### src/rtl/cnn_load_sequencer.sv
// Streams signed weight bytes into feature, bias and fully-connected word buffers,
// writes each word out, then starts the CNN and captures its result.
// Optional feature: define CNN_RUN_ONLY_EN to re-run the CNN on already-loaded weights.
module cnn_load_sequencer #(
    parameter int DATA_WIDTH   = 8,
    parameter int NUM_FEATURES = 3,
    parameter int FC_WORDS     = 27
) (
    input  logic                                   clk,
    input  logic                                   rst_seq,
    input  logic                                   start,
`ifdef CNN_RUN_ONLY_EN
    input  logic                                   run_only,
`endif
    input  logic [DATA_WIDTH-1:0]                  s_data,
    input  logic                                   s_valid,
    output logic                                   s_ready,
    output logic [16*DATA_WIDTH-1:0]               feature_weights_output,
    output logic [1:0]                             feature_writeAddr,
    output logic                                   feature_WrEn,
    output logic [(NUM_FEATURES+1)*DATA_WIDTH-1:0] bias_weights_output,
    output logic                                   bias_WrEn,
    output logic [16*DATA_WIDTH-1:0]               fullyconnected_weights_output,
    output logic [4:0]                             fullyconnected_writeAddr,
    output logic                                   fullyconnected_WrEn,
    output logic                                   convolution_enable,
    input  logic                                   cnn_done,
    input  logic [DATA_WIDTH-1:0]                  cnn_output,
    output logic                                   busy,
    output logic                                   done,
    output logic [DATA_WIDTH-1:0]                  result,
    output logic [2:0]                             state_dbg
);
    localparam int WORD_LEN = 16;
    localparam int BIAS_LEN = NUM_FEATURES + 1;
    localparam int MAX_LEN  = (BIAS_LEN > WORD_LEN) ? BIAS_LEN : WORD_LEN;
    localparam int LANE_W   = $clog2(MAX_LEN);

    typedef enum logic [2:0] {
        IDLE, LOAD_FEAT, LOAD_BIAS, LOAD_FC, WRITE, START_CNN, WAIT_CNN, DONE
    } state_t;

    state_t            state, state_next, phase;
    logic [LANE_W-1:0] lane;
    logic              wr_cnt;
    logic              accept;
    logic              last_byte;
    logic              skip_load;

`ifdef CNN_RUN_ONLY_EN
    logic weights_loaded;
    assign skip_load = run_only && weights_loaded;
`else
    assign skip_load = 1'b0;
`endif

    assign state_dbg = state;
    // Handshake: a byte moves on a rising edge where s_valid && s_ready; s_ready is
    // high only in the LOAD_* states, so bytes offered elsewhere are left untouched.
    assign accept    = s_ready && s_valid;
    assign last_byte = (state == LOAD_BIAS) ? (lane == LANE_W'(BIAS_LEN - 1))
                                            : (lane == LANE_W'(WORD_LEN - 1));

    always_ff @(posedge clk) begin
        if (rst_seq) state <= IDLE;
        else         state <= state_next;
    end

    always_comb begin
        state_next          = state;
        s_ready             = 1'b0;
        busy                = (state != IDLE);
        done                = 1'b0;
        convolution_enable  = 1'b1;
        feature_WrEn        = 1'b1;
        bias_WrEn           = 1'b1;
        fullyconnected_WrEn = 1'b1;
        case (state)
            IDLE: begin
                if (start) state_next = skip_load ? START_CNN : LOAD_FEAT;
            end
            LOAD_FEAT, LOAD_BIAS, LOAD_FC: begin
                s_ready = 1'b1;
                if (s_valid && last_byte) state_next = WRITE;
            end
            WRITE: begin
                feature_WrEn        = (phase != LOAD_FEAT);
                bias_WrEn           = (phase != LOAD_BIAS);
                fullyconnected_WrEn = (phase != LOAD_FC);
                // wr_cnt marks the second of the two write-strobe cycles
                if (wr_cnt) begin
                    case (phase)
                        LOAD_FEAT: state_next = (feature_writeAddr == 2'(NUM_FEATURES - 1))
                                                ? LOAD_BIAS : LOAD_FEAT;
                        LOAD_BIAS: state_next = LOAD_FC;
                        default:   state_next = (fullyconnected_writeAddr == 5'(FC_WORDS - 1))
                                                ? START_CNN : LOAD_FC;
                    endcase
                end
            end
            START_CNN: begin
                convolution_enable = 1'b0;
                state_next         = WAIT_CNN;
            end
            WAIT_CNN: begin
                if (cnn_done) state_next = DONE;
            end
            DONE: begin
                done       = 1'b1;
                state_next = IDLE;
            end
            default: state_next = IDLE;
        endcase
    end

    always_ff @(posedge clk) begin
        if (rst_seq) begin
            feature_weights_output        <= '0;
            bias_weights_output           <= '0;
            fullyconnected_weights_output <= '0;
            feature_writeAddr             <= '0;
            fullyconnected_writeAddr      <= '0;
            lane                          <= '0;
            wr_cnt                        <= 1'b0;
            phase                         <= IDLE;
            result                        <= '0;
`ifdef CNN_RUN_ONLY_EN
            weights_loaded                <= 1'b0;
`endif
        end else begin
            if (state == IDLE && start && !skip_load) begin
                feature_writeAddr        <= '0;
                fullyconnected_writeAddr <= '0;
                lane                     <= '0;
            end
            if (accept) begin
                for (int k = 0; k < WORD_LEN; k++) begin
                    if (state == LOAD_FEAT && lane == LANE_W'(k))
                        feature_weights_output[k*DATA_WIDTH +: DATA_WIDTH] <= s_data;
                    if (state == LOAD_FC && lane == LANE_W'(k))
                        fullyconnected_weights_output[k*DATA_WIDTH +: DATA_WIDTH] <= s_data;
                end
                for (int k = 0; k < BIAS_LEN; k++) begin
                    if (state == LOAD_BIAS && lane == LANE_W'(k))
                        bias_weights_output[k*DATA_WIDTH +: DATA_WIDTH] <= s_data;
                end
                phase <= state;
                if (!last_byte) lane <= lane + LANE_W'(1);
            end
            if (state == WRITE) begin
                wr_cnt <= ~wr_cnt;
                if (wr_cnt) begin
                    lane <= '0;
                    if (phase == LOAD_FEAT) feature_writeAddr <= feature_writeAddr + 2'd1;
                    if (phase == LOAD_FC)
                        fullyconnected_writeAddr <= fullyconnected_writeAddr + 5'd1;
                end
            end
            if (state == WAIT_CNN && cnn_done) result <= cnn_output;
`ifdef CNN_RUN_ONLY_EN
            if (state == WRITE && state_next == START_CNN) weights_loaded <= 1'b1;
`endif
        end
    end

endmodule

### config.mk
export PLATFORM = sky130hd
export DESIGN_NAME = cnn_load_sequencer
export DESIGN_NICKNAME = d
export VERILOG_FILES = /design/src/rtl/cnn_load_sequencer.sv
export SDC_FILE = /design/constraint.sdc
export NUM_CORES = 1
export LEC_CHECK = 0
export CORE_ASPECT_RATIO = 0.7
export CORE_MARGIN = 5
export CORE_UTILIZATION = 43
export DETAILED_ROUTE_END_ITERATION = 6
export PLACE_DENSITY = 0.76
export SYNTH_ARGS = -nofsm -noshare
export SYNTH_HDL_FRONTEND = slang
export SYNTH_SLANG_ARGS = --single-unit
### constraint.sdc
create_clock -name clk -period 2 [get_ports clk]
set_input_delay 0.5 -clock clk [delete_from_list [all_inputs] [get_ports clk]]
set_output_delay 0.5 -clock clk [all_outputs]
set_load 0.05 [all_outputs]
### Yosys cells after proc, flatten, opt, wreduce, memory -nomap -nowiden

Cells that the tools add are included.

* output and inout port bits: 313
* bits in registers: 314
* logic and storage cells: 190
* input bits: 21

* muxes and demuxes: 28
* equality and inequality tests: 34
* add/subtract/negate cells: 3
* bitwise gates (word level): 1
* reductions and logical operators: 81

Operators with widths (number)
* $reduce_and 2->1: 36
* $logic_and 1x1->1: 40
* $eq 4x4->1 const B: 8
* $mux 4: 5
* $mux 5: 4
* $pmux 3 s6: 1
* $eq 4x3->1 const B: 4
* $mux 3: 5
* $eq 3x2->1 const B: 4
* $eq 3x3->1 const B: 4
* $mux 2: 5
* $eq 4x2->1 const B: 2
* $ne 2x2->1 const B: 4
* $mux 1: 7
* $eq 3x1->1 const B: 2
* $ne 3x2->1 const B: 2
* $pmux 3 s2: 1
* $add 5x1->5 const B: 1
* $eq 5x5->1 const B: 1
* $add 4x1->4 const B: 1
* $eq 4x1->1 const B: 1
* $logic_not 4->1: 1
* $reduce_and 4->1: 1
* $logic_not 3->1: 1
* other kinds (6): 6

### Depth between registers and ports, before layout

* depth after elaboration: 7
* depth in mapped cells: 7
* depth with buffers taken out: 6

### Worst setup path before layout

OpenSTA, ideal clock, no wires.

* path type: reg2out
* start point: reg state[0], in the netlist state_dbg[0]
* end point: out convolution_enable
* setup slack: -0.287 ns
* arrival time: 1.787 ns
* cell stages (with the launch flop): 5
* data required time: 1.500 ns
* buffers on the path: 2
* path through: dfxtp_1 buf_2 clkbuf_1 inv_1 or3_1

* longest elaborated chain between the ends: 2

RTL lines
* from (decl): line 43 `state_t state, state_next, phase;`
* from (signal assigned): line 66 `else state <= state_next;`
* $eq 3x3->1: line 78 `case (state)`
* $mux 1: line 78
* to (decl): line 26 `output logic convolution_enable,`

Every way passes these cells.

### Worst setup path after layout

* start point: reg state[1], in the netlist state_dbg[1]
* end point: out busy

* longest elaborated chain between the ends: 1

RTL lines
* $reduce_bool 3->1: line 72 `busy = (state != IDLE);`
* to (decl): line 29 `output logic busy,`

Every way passes these cells.

==> flow_metrics.env <==
export IMPL_cts_tree="built"
export IMPL_synth_edf_count=0
export IMPL_wl_met3_mm=3.60
export IMPL_area_delta_synth_final_pct=43.1
export IMPL_track_usage_pct=23.4
export IMPL_synth_area_um2=11700
export IMPL_p_leak_uw=0.00941
export IMPL_layout_min_cycle_time_ns=2.10
export IMPL_top_layer="met4"
export IMPL_die_x_um=207
export IMPL_ys_ff_latch=314
export IMPL_hold_path_class="in -> reg"
export IMPL_slew_headroom_pct=27.0
export IMPL_status="complete, but fails checks"
export IMPL_seq_area_frac_synth_pct=53.6
export IMPL_wl_mm=37.9
export IMPL_synthCells=1171
export IMPL_m1WireLength_mm=16.6
export IMPL_grt_pass1_wl_mm=57.8
export IMPL_p_total_uw=13100
export IMPL_die_h_um=148
export IMPL_worst_pin_slew_ns=1.10
export IMPL_ys_types=44
export IMPL_core_region_area_um2=26800
export IMPL_clk_pin_slew_ns=0.06
export IMPL_drt_iter0_drc=640
export IMPL_ctsHoldBuffers=0
export IMPL_syn_nets=1199
export IMPL_num_rows=50
export IMPL_nets=1568
export IMPL_power_density_nw_per_um2=782
export IMPL_tns_ns=-0.290
export IMPL_via_count=9757
export IMPL_vdd_ir_drop_worst_uv=696
export IMPL_failed_checks="negative setup slack"
export IMPL_drive_gt1_share_pct=23.6
export IMPL_initial_core_util_pct=43.7
export IMPL_worstPathRequired_ns=1.50
export IMPL_cp_end_kind="output port"
export IMPL_final_common_cell="dfxtp_1"
export IMPL_met2_length_mm=16.9
export IMPL_async_reset_ff_share_pct=0
export IMPL_synth_warnings=0
export IMPL_cts_max_path_buffers=3
export IMPL_fp_dieArea_um2=30700
export IMPL_hold_violations=0
export IMPL_placed_cells=1848
export IMPL_grt_pass1_vias=9639
export IMPL_rsz0062_at_grt="yes"
export IMPL_worstPathArrival_ns=1.60
export IMPL_dr_pass1_iters=5
export IMPL_stdcell_count=1926
export IMPL_setup_violations=4
export IMPL_hpwl_mm=24.5
export IMPL_worst_slack_ns=-0.0985
export IMPL_grt_max_degree=73
export IMPL_diodes=0
export IMPL_final_cell_mix="dfxtp_1, nor2_1, mux2i_1"
export IMPL_antenna_found_initial=0
export IMPL_num_fill_cells=2234
export IMPL_synthFlopType="dfxtp_1"
export IMPL_grt_overflow=0
export IMPL_syn_area_per_cell_um2=10.0
export IMPL_htree_levels=1
export IMPL_cp_max_fo=10
export IMPL_max_cap_violations=0
export IMPL_clockRootBuffer="clkbuf_16"
export IMPL_io_buffers=333
export IMPL_drv_slew=0
export IMPL_pre_cts_ws_ns=-0.433
export IMPL_post_route_period_util_pct=105
export IMPL_io_pins=334
export IMPL_cts_sinks=314
export IMPL_post_route_drc_count=0
export IMPL_cp_start_kind="flip-flop"
export IMPL_criticalPathCategory="reg -> out"
export IMPL_wl_per_cell_um=19.7
export IMPL_timing_fmax_mhz=477
export IMPL_gp_congestion=0.779
export IMPL_whs_ns=0.387
export IMPL_cts_made_buffers=30
export IMPL_clk_latency_ns=0.55
export IMPL_ant_nets=0
export IMPL_clock_skew_ns=0.00840
export IMPL_viasPerCell=5.07
-- layer usage --
metal | up-vias | global-route usage [%]
li1 | 4664 | -
met1 | 4692 | 30.8
met2 | 358 | 37.0
met3 | 43 | 8.94
met4 | 0 | 4.76
met5 | - | 0
-- where the power goes --
part	total (µW)	internal [µW]	switching, µW
registers	6270	6260	12.4
clock network	6270	3860	2420
logic	577	180	397
-- sequential cells by signal, indices dropped and copies added (netlist names) --
name	count
feature_weights_output	128
fullyconnected_weights_output	128
bias_weights_output	32
result	8
fullyconnected_writeAddr	5
lane	4
phase	3
state_dbg	3
feature_writeAddr	2
wr_cnt	1
-- path summary, 6_finish.rpt --
check / startpoint / end / slack [ns] / cells past startpoint
setup / recovery: state_dbg[1]$_SDFFE_PP0P_ / busy / -0.1 / 3
hold reg to reg: result[7]$_SDFFE_PP0P_ / result[7]$_SDFFE_PP0P_ / 0.46 / 2
setup reg to reg: state_dbg[0]$_SDFFE_PP0P_ / feature_weights_output[111]$_SDFFE_PP0P_ / 0.02 / 10
hold / removal: rst_seq / bias_weights_output[1]$_SDFFE_PP0P_ / 0.39 / 2
-- through the flow --
step | utilization [%] | cell area, µm²
CTS | 61.7 | 16600
global placement | 57.4 | 15400
detailed placement | 57.4 | 15400
global route | 62.6 | 16800
finish | 62.6 | 16800
floorplan | - | 11800
-- worst max-delay path: stages, from the launching register on --
cell	delay [ns]
dfxtp_4	0.37
buf_4	0.17
or3_4	0.35
buf_12	0.16
-- Yosys cell counts, drive strengths merged, types with 4 or more instances --
cell type,n,area (µm²)
a21oi,18,90.1
buf,6,41.3
clkbuf,85,319
dfxtp,314,6290
ha,7,87.6
inv,7,26.3
mux2i,292,2920
nand2,35,131
nand2b,4,25.0
nand3,40,200
nand4,6,37.5
nor2,299,1120
nor2b,5,31.3
nor3,5,25.0
nor3b,4,30.0
or3,4,25.0
-- layout make-up --
class / instances / area [µm²] / share of cell area, %
timing repair buffer: 428 / 3690 / 22.0
inverter: 7 / 28.8 / 0.171
clock buffer: 43 / 891 / 5.31
sequential: 314 / 6300 / 37.5
multi-input combinational: 759 / 5210 / 31.0
clock inverter: 11 / 214 / 1.27
tap: 364 / 455 / 2.71
-- kinds of logic after synthesis --
| group | share of synthesized area (%) |
|---|---|
| AND/OR/NAND/NOR | 15.0 |
| flip-flops | 53.6 |
| multiplexers | 25.1 |
| buffers and inverters | 3.30 |
| AO/OA/AOI/OAI | 1.98 |
| adder cells (fa/ha/maj) | 0.746 |
| XOR/XNOR | 0.299 |
-- what timing repair did --
item,in CTS,in global routing
pin swaps,5,6
setup endpoints to repair,143,64
cloned,0,1
setup buffers,17,6
gates resized for setup,162,51
Note: power is estimated with default switching activity, not from simulation.
